[config.mk]
export PLATFORM = sky130hd
export DESIGN_NAME = tx_link_ctrl_fsm_flat
export DESIGN_NICKNAME = d
export VERILOG_FILES = /design/src/rtl/tx_link_ctrl_if.sv /design/src/rtl/tx_link_ctrl_fsm.sv /design/src/flat_wrapper.sv
export SDC_FILE = /design/constraint.sdc
export NUM_CORES = 1
export LEC_CHECK = 0
export CORE_ASPECT_RATIO = 0.5
export CORE_UTILIZATION = 45
export DETAILED_ROUTE_END_ITERATION = 8
export PLACE_DENSITY = 0.72
export SKIP_LAST_GASP = 1
export SLEW_MARGIN = 20
export SYNTH_ARGS = -nofsm -noshare
export SYNTH_HDL_FRONTEND = slang
export SYNTH_SLANG_ARGS = --single-unit
[constraint.sdc]
create_clock -name clk -period 5.9 [get_ports clk]
set_clock_uncertainty 0.2 [all_clocks]
set_input_delay 1.18 -clock clk [delete_from_list [all_inputs] [get_ports clk]]
set_output_delay 1.18 -clock clk [all_outputs]
set_load 0.02 [all_outputs]
[src/rtl/tx_link_ctrl_if.sv]
// Framer-side bundle of the JESD204B TX link sequencer: decoder flags in, framer controls out.
interface tx_link_ctrl_if #(
  parameter int ERR_CNT_W = 8
);
  logic                 frame_clk;
  logic [4:0]           i_K;
  logic                 i_sync_request_tx;
  logic                 i_err_reporting;
  logic                 i_sync_de_assertion;
  logic [1:0]           o_state;
  logic                 o_send_k;
  logic                 o_ilas_start_mf;
  logic                 o_ilas_end_mf;
  logic                 o_ilas_cfg;
  logic [2:0]           o_ilas_mf_idx;
  logic                 o_send_data;
  logic [4:0]           o_frame_pos;
  logic [4:0]           o_deassert_pos;
  logic [ERR_CNT_W-1:0] o_err_cnt;

  modport master (
    output frame_clk, i_K, i_sync_request_tx, i_err_reporting, i_sync_de_assertion,
    input  o_state, o_send_k, o_ilas_start_mf, o_ilas_end_mf, o_ilas_cfg,
           o_ilas_mf_idx, o_send_data, o_frame_pos, o_deassert_pos, o_err_cnt
  );

  modport slave (
    input  frame_clk, i_K, i_sync_request_tx, i_err_reporting, i_sync_de_assertion,
    output o_state, o_send_k, o_ilas_start_mf, o_ilas_end_mf, o_ilas_cfg,
           o_ilas_mf_idx, o_send_data, o_frame_pos, o_deassert_pos, o_err_cnt
  );
endinterface

[src/rtl/tx_link_ctrl_fsm.sv]
// JESD204B TX link-layer sequencer: LMFC counter, CGS -> ILAS_WAIT -> ILAS -> DATA,
// ILAS marker decode and saturating error-report counter.
module tx_link_ctrl_fsm #(
  parameter int ILAS_MF   = 4,
  parameter int ERR_CNT_W = 8
) (
  input  logic           clk,
  input  logic           rst,
  tx_link_ctrl_if.slave  bus
);

  typedef enum logic [1:0] {
    S_CGS       = 2'd0,
    S_ILAS_WAIT = 2'd1,
    S_ILAS      = 2'd2,
    S_DATA      = 2'd3
  } state_t;

  localparam logic [2:0] ILAS_LAST = 3'(ILAS_MF - 1);

  state_t               state_q, state_d;
  logic [4:0]           frame_pos_q;
  logic [2:0]           idx_q, idx_d;
  logic [4:0]           deassert_q;
  logic [ERR_CNT_W-1:0] err_cnt_q;
  logic                 de_q, err_q, req_seen_q;
  logic                 capture_pos;

  logic lmfc_wrap, lmfc_end, de_rise, err_rise, err_fall, count_err;

  assign lmfc_wrap = (frame_pos_q >= bus.i_K);
  assign lmfc_end  = bus.frame_clk & lmfc_wrap;
  assign de_rise   = bus.i_sync_de_assertion & ~de_q;
  assign err_rise  = bus.i_err_reporting & ~err_q;
  assign err_fall  = ~bus.i_err_reporting & err_q;

  // A fall only counts as a report if no re-init request arrived since the matching rise.
  assign count_err = err_fall & ~req_seen_q & ~bus.i_sync_request_tx &
                     ((state_q == S_ILAS) || (state_q == S_DATA));

  // NOTE: every variable gets its default before the case so no path leaves it unassigned (no latch).
  always_comb begin
    state_d     = state_q;
    idx_d       = idx_q;
    capture_pos = 1'b0;
    if (bus.i_sync_request_tx) begin
      state_d = S_CGS;
      idx_d   = '0;
    end else begin
      unique case (state_q)
        S_CGS: if (de_rise) begin
          state_d     = S_ILAS_WAIT;
          capture_pos = 1'b1;
        end
        S_ILAS_WAIT: if (lmfc_end) begin
          state_d = S_ILAS;
          idx_d   = '0;
        end
        S_ILAS: if (lmfc_end) begin
          if (idx_q == ILAS_LAST) begin
            state_d = S_DATA;
            idx_d   = '0;
          end else begin
            idx_d = idx_q + 3'd1;
          end
        end
        S_DATA: ;
        default: state_d = S_CGS;
      endcase
    end
  end

  // NOTE: sequential state uses non-blocking assignments so every register sees pre-edge values.
  always_ff @(posedge clk or posedge rst) begin
    if (rst) begin
      state_q     <= S_CGS;
      frame_pos_q <= '0;
      idx_q       <= '0;
      deassert_q  <= '0;
      err_cnt_q   <= '0;
      de_q        <= 1'b0;
      err_q       <= 1'b0;
      req_seen_q  <= 1'b0;
    end else begin
      state_q <= state_d;
      idx_q   <= idx_d;
      de_q    <= bus.i_sync_de_assertion;
      err_q   <= bus.i_err_reporting;
      if (bus.frame_clk)
        frame_pos_q <= lmfc_wrap ? 5'd0 : frame_pos_q + 5'd1;
      if (capture_pos)
        deassert_q <= frame_pos_q;
      if (count_err && !(&err_cnt_q))
        err_cnt_q <= err_cnt_q + 1'b1;
      if (err_rise)
        req_seen_q <= bus.i_sync_request_tx;
      else if (bus.i_sync_request_tx)
        req_seen_q <= 1'b1;
    end
  end

  assign bus.o_state         = state_q;
  assign bus.o_send_k        = (state_q == S_CGS) || (state_q == S_ILAS_WAIT);
  assign bus.o_send_data     = (state_q == S_DATA);
  assign bus.o_ilas_start_mf = (state_q == S_ILAS) && (frame_pos_q == 5'd0);
  assign bus.o_ilas_end_mf   = (state_q == S_ILAS) && (frame_pos_q == bus.i_K);
  assign bus.o_ilas_cfg      = (ILAS_MF > 1) && (state_q == S_ILAS) &&
                               (idx_q == 3'd1) && (frame_pos_q == 5'd0);
  assign bus.o_ilas_mf_idx   = idx_q;
  assign bus.o_frame_pos     = frame_pos_q;
  assign bus.o_deassert_pos  = deassert_q;
  assign bus.o_err_cnt       = err_cnt_q;

endmodule
[src/flat_wrapper.sv]
// flat-port wrapper written by rule: the top's interface ports become plain ports
module tx_link_ctrl_fsm_flat 
#(
  parameter int ILAS_MF   = 4,
  parameter int ERR_CNT_W = 8
)
  (clk, rst, bus_frame_clk, bus_i_K, bus_i_sync_request_tx, bus_i_err_reporting, bus_i_sync_de_assertion, bus_o_state, bus_o_send_k, bus_o_ilas_start_mf, bus_o_ilas_end_mf, bus_o_ilas_cfg, bus_o_ilas_mf_idx, bus_o_send_data, bus_o_frame_pos, bus_o_deassert_pos, bus_o_err_cnt);
  tx_link_ctrl_if #(.ERR_CNT_W(ERR_CNT_W)) bus_i ();
  input  logic clk;
  input  logic rst;
  input wire logic [$bits(bus_i.frame_clk)-1:0] bus_frame_clk;
  input wire logic [$bits(bus_i.i_K)-1:0] bus_i_K;
  input wire logic [$bits(bus_i.i_sync_request_tx)-1:0] bus_i_sync_request_tx;
  input wire logic [$bits(bus_i.i_err_reporting)-1:0] bus_i_err_reporting;
  input wire logic [$bits(bus_i.i_sync_de_assertion)-1:0] bus_i_sync_de_assertion;
  output wire logic [$bits(bus_i.o_state)-1:0] bus_o_state;
  output wire logic [$bits(bus_i.o_send_k)-1:0] bus_o_send_k;
  output wire logic [$bits(bus_i.o_ilas_start_mf)-1:0] bus_o_ilas_start_mf;
  output wire logic [$bits(bus_i.o_ilas_end_mf)-1:0] bus_o_ilas_end_mf;
  output wire logic [$bits(bus_i.o_ilas_cfg)-1:0] bus_o_ilas_cfg;
  output wire logic [$bits(bus_i.o_ilas_mf_idx)-1:0] bus_o_ilas_mf_idx;
  output wire logic [$bits(bus_i.o_send_data)-1:0] bus_o_send_data;
  output wire logic [$bits(bus_i.o_frame_pos)-1:0] bus_o_frame_pos;
  output wire logic [$bits(bus_i.o_deassert_pos)-1:0] bus_o_deassert_pos;
  output wire logic [$bits(bus_i.o_err_cnt)-1:0] bus_o_err_cnt;
  assign bus_i.frame_clk = bus_frame_clk;
  assign bus_i.i_K = bus_i_K;
  assign bus_i.i_sync_request_tx = bus_i_sync_request_tx;
  assign bus_i.i_err_reporting = bus_i_err_reporting;
  assign bus_i.i_sync_de_assertion = bus_i_sync_de_assertion;
  assign bus_o_state = bus_i.o_state;
  assign bus_o_send_k = bus_i.o_send_k;
  assign bus_o_ilas_start_mf = bus_i.o_ilas_start_mf;
  assign bus_o_ilas_end_mf = bus_i.o_ilas_end_mf;
  assign bus_o_ilas_cfg = bus_i.o_ilas_cfg;
  assign bus_o_ilas_mf_idx = bus_i.o_ilas_mf_idx;
  assign bus_o_send_data = bus_i.o_send_data;
  assign bus_o_frame_pos = bus_i.o_frame_pos;
  assign bus_o_deassert_pos = bus_i.o_deassert_pos;
  assign bus_o_err_cnt = bus_i.o_err_cnt;
  tx_link_ctrl_fsm #(.ILAS_MF(ILAS_MF), .ERR_CNT_W(ERR_CNT_W)) u_core (.clk(clk), .rst(rst), .bus(bus_i));
endmodule
* Yosys cells after proc, flatten, opt, wreduce, memory -nomap -nowiden
Cells that the tools add are included.
** Storage, ports and cells
- Word-level logic and storage cells :: 67
- Bits of input ports :: 11
- Output and inout port bits :: 28
- Flip-flop bits (word level) :: 26
** Cells by class
- Order comparisons :: 1
- Add/sub/neg operators :: 3
- Bitwise operators :: 12
- Muxes and demuxes :: 17
- Reductions and logical operators :: 16
- Equal/unequal tests :: 10
** Operator list (count)
- $mux 3 :: 4
- $mux 2 :: 5
- $ne 3x2->1 const B :: 3
- $add 8x1->8 const B :: 1
- $reduce_and 8->1 :: 1
- $and 1x1->1 :: 7
- $pmux 2 s3 :: 1
- $pmux 3 s2 :: 1
- $add 5x1->5 const B :: 1
- $eq 5x5->1 :: 1
- $ge 5x5->1 :: 1
- $logic_and 1x1->1 :: 5
- $logic_not 5->1 :: 1
- $mux 1 :: 5
- $mux 5 :: 1
- $not 1->1 :: 5
- $reduce_and 5->1 :: 1
- $eq 2x2->1 const B :: 2
- $reduce_bool 4->1 :: 1
- $add 3x1->3 const B :: 1
- $eq 3x1->1 const B :: 1
- $eq 3x2->1 const B :: 1
- $ne 3x3->1 const B :: 1
- $reduce_and 3->1 :: 1
- other kinds (6) :: 7

* Logic depth before layout (Yosys ltp)
- Depth in word-level cells :: 6
- Depth in mapped cells :: 7
- Gate-level depth less buffers :: 6

* Worst setup path before layout
OpenSTA, ideal clock, no wires.
- Path type :: register -> output
- From :: reg u_core.state_q[0] (netlist: u_core.bus.o_state[0])
- To :: out bus_o_ilas_cfg
- Cell stages (with the launch flop) :: 7
- Arrival time :: 2.185 ns
- Setup slack :: 2.335 ns
- Data required time :: 4.520 ns
- Cell sequence :: dfrtp_1 -> inv_1 -> ha_1 -> clkbuf_1 -> nand2_1 -> nor4_1 -> and3b_1
** Between the ends
- Longest elaborated chain between the ends :: 3
** Ends and longest elaborated chain
- start, declared :: line tx_link_ctrl_fsm.sv:21 : state_t state_q, state_d;
- start signal, assigned :: line tx_link_ctrl_fsm.sv:85 : state_q <= state_d;
- $eq 2x2->1 :: line tx_link_ctrl_fsm.sv:107 : assign bus.o_ilas_cfg = (ILAS_MF > 1) && (state_q == S_ILAS) &&
- $logic_and 1x1->1 :: line tx_link_ctrl_fsm.sv:107
- $logic_and 1x1->1 :: line tx_link_ctrl_fsm.sv:108 : (idx_q == 3'd1) && (frame_pos_q == 5'd0);
- end, declared :: line flat_wrapper.sv:20 : output wire logic [$bits(bus_i.o_ilas_cfg)-1:0] bus_o_ilas_cfg;
Every way passes these cells.

* Worst setup path in the final report
- From :: in bus_i_K[1]
- To :: out bus_o_ilas_end_mf
** Between the ends
- Longest elaborated chain between the ends :: 2
** Ends and longest elaborated chain
- start, declared :: line flat_wrapper.sv:12 : input wire logic [$bits(bus_i.i_K)-1:0] bus_i_K;
- $eq 5x5->1 :: line tx_link_ctrl_fsm.sv:106 : assign bus.o_ilas_end_mf = (state_q == S_ILAS) && (frame_pos_q == bus.i_K);
- $logic_and 1x1->1 :: line tx_link_ctrl_fsm.sv:106
- end, declared :: line flat_wrapper.sv:19 : output wire logic [$bits(bus_i.o_ilas_end_mf)-1:0] bus_o_ilas_end_mf;
Every way passes these cells.

==> flow_summary_export.csv <==
group,metric,value,unit
setup_path,cp_max_fo,5,
die,core-area,0.00315,mm²
sta,setup_slack,1490,ps
setup_path,regToRegEndpoint,"u_core.bus.o_err_cnt[1]$_DFFE_PP0P_",
setup_path,reg2reg_slack,3640,ps
sta,slew_headroom,37.9,%
synthesis,yosys-top-cells-area,"dfrtp_1, ha_1, inv_1",
synthesis,synth_ff_type,"dfrtp_1",
synthesis,netlist.top_cell.by_area,"dfrtp_1",
hold_path,hold_path.class,"flip-flop to flip-flop",
clock_network,cts.repair.resized,0,
clock_network,cts_hold_buf,0,
power,powerDensity,375,mW/mm²
setup_path,crit_start,"bus_i_K[1]",
sta,slew_violations,0,
clock_network,clock_sinks,26,
placement,dp_hpwl,2470,µm
synthesis,syn_nets,175,
synthesis,syn_avg_cell_area,10.4,µm²
finish,diodes,0,
sta,fmax,227,MHz
finish,drive_above_1_share,7.41,%
clock_network,cts_setup_buffers,0,
power,peakVddDrop,217,µV
setup_path,r2r-start,"u_core.bus.o_state[0]$_DFFE_PP0P_",
global_routing,grt-ovfl-total,0,
synthesis,synth_top_cell_area_share,41.6,%
die,dieArea,0.00373,mm²
sta,fin_crit_sh,74.7,%
drt,detail-route-antenna-nets,0,
finish,layout_commonest_cell,"clkdlybuf4s50_1",
clock_network,clkTransAtPathRegs,80,ps
drt,vias,1251,
global_routing,grt_usage,18.6,%
drt,route.detailed.drc,0,
setup_path,slowest_stage,"clkdlybuf4s50_1",
die,start_util,49.6,%
global_routing,antenna_found_initial,0,
finish,fin_cells,229,
drt,drt_iter0_drc,66,
synthesis,synth_cell_types,45,
clock_network,clock_path_buffers,2,
synthesis,syn_inst,150,
die,die_h,43.7,µm
job,cap_violations,0,
drt,wire_per_inst,13.7,µm
power,total_power,757,µW
setup_path,critPathKind,"input port to primary output",
drt,routed_wl,3140,µm
finish,fillers,268,
synthesis,synth_edf_count,0,
die,fp.dieW,85.4,µm
setup_path,r2r_cells,6,
drt,drt_first_pass_iters,4,
placement,gp_congestion,0.815,
finish,area_growth,29.2,%
sta,hold-worst-slack,299,ps
finish,fin_nets,216,
setup_path,critPathLaunchType,"input port",
setup_path,cp_cell_sequence,"clkdlybuf4s50_1 > inv_1 > ha_1 > and3_1 > nand3_1 > nor2_1 > clkdlybuf4s50_1",
synthesis,yosys_warnings,0,
finish,final_cell_mix,"clkdlybuf4s50_1, dfrtp_1, inv_1",
sta,hold_viol_final,0,
setup_path,crit_top_cell,"clkdlybuf4s50_1",
clock_network,cts_root_buf,"clkbuf_8",
setup_path,worstPathArrival,3030,ps
global_routing,grt_pass1_vias,1137,
setup_path,cp-endpoint,"bus_o_ilas_end_mf",
sta,worst_slew_pin_slew,926,ps
setup_path,slowest_delay,600,ps
sta,setup_viol_count_final,0,
sta,tns,0,ps
clock_network,insertion_delay,270,ps
status,status,"complete, no violations",
hold_path,min_from,"u_core.bus.o_err_cnt[6]$_DFFE_PP0P_",
global_routing,grt_max_degree,27,
clock_network,tritoncts,"built",
clock_network,cts_max_level,1,
sta,grt_setup_unrepaired,"no",
global_routing,grt_pass1_wl,5210,µm
synthesis,synth-seq-cells,26,
die,rows,14,
drt,vias_per_cell,5.46,
placement,io_buffers,38,
synthesis,synthArstFlopShare,100,%
placement,dp.cells,226,
setup_path,cp-end-kind,"primary output",
setup_path,crit_required,4520,ps
synthesis,netlist_area,0.00156,mm²
die,io_pins,39,
sta,min_period,4410,ps
clock_network,cts_buffers,3,
placement,place_ws,1490,ps
power,leakagePower,0.000880,µW
synthesis,yosysSeqAreaShare,41.6,%
==> how the worst min path moves through the flow <==
stage	endpoint	cells after the start
floorplan	u_core.req_seen_q$_DFFE_PP0P_	2
global placement	u_core.bus.o_err_cnt[6]$_DFFE_PP0P_	1
detailed placement	u_core.bus.o_err_cnt[6]$_DFFE_PP0P_	1
CTS	u_core.bus.o_err_cnt[6]$_DFFE_PP0P_	1
global route	u_core.bus.o_err_cnt[6]$_DFFE_PP0P_	1
finish	u_core.bus.o_err_cnt[6]$_DFFE_PP0P_	1
==> through the flow <==
stage	area [µm²]	util [%]
finish	2020	64.1
global route	2020	64.1
CTS	2020	64.1
detailed placement	1980	62.8
global placement	1980	62.8
floorplan	1560	-
==> power breakdown <==
group / internal [µW] / leakage, µW / switching (µW)
logic: 186 / 0.000520 / 206
clock network: 45.8 / 0.0000216 / 53.3
registers: 219 / 0.000339 / 47.1
==> flip-flops by register name (all words and copies together), names as in the netlist <==
register and flops:
u_core.bus.o_err_cnt 8, u_core.bus.o_frame_pos 5, u_core.err_q 1, u_core.req_seen_q 1, u_core.bus.o_ilas_mf_idx 3, u_core.bus.o_deassert_pos 5
u_core.de_q 1, u_core.bus.o_state 2
==> synthesized netlist by cell type (3+ instances only) <==
| cell type | count |
|---|---|
| a21oi_1 | 5 |
| nand2b_1 | 4 |
| ha_1 | 14 |
| mux2i_1 | 3 |
| and2_1 | 3 |
| nand2_1 | 7 |
| dfrtp_1 | 26 |
| a221o_1 | 3 |
| nand3_1 | 7 |
| nor2_1 | 8 |
| xnor2_1 | 3 |
| mux2_2 | 5 |
| nand4_1 | 4 |
| inv_1 | 20 |
==> routing by layer <==
metal  global-route usage, %  part of all wire, %  wire [µm]  vias up
li1                        -                    -          -      625
met1                    23.2                   47       1480      593
met2                    31.9                   48       1500       28
met3                    5.33                  4.2        133        5
met4                    6.00                  1.2         37        0
met5                       0                    0          0        -
==> cells by family after synthesis <==
family                     Yosys count  synth area share, %
AOI/OAI and AO/OA                   29                 15.4
xor gates and xnor gates             3                 1.68
adders and majority gates           14                 11.2
buffers and inverters               22                 5.76
DFF                                 26                 41.6
muxes                               10                 6.96
and+or+nand+nor                     46                 17.4
==> final cells by class <==
class	instances	area [µm²]	share of cell area (%)
Multi-Input combinational cell	102	823	40.7
Sequential cell	26	651	32.2
Clock buffer	3	41.3	2.04
Tap cell	40	50.0	2.48
Inverter	20	75.1	3.72
Timing Repair Buffer	38	380	18.8
==> critical path: cells and delay by family <==
kind / cells / cell delay [ps]
buf+inv: 3 / 1090
simple gates: 3 / 450
fa+ha+maj: 1 / 310
Note: power is estimated with default switching activity, not from simulation.
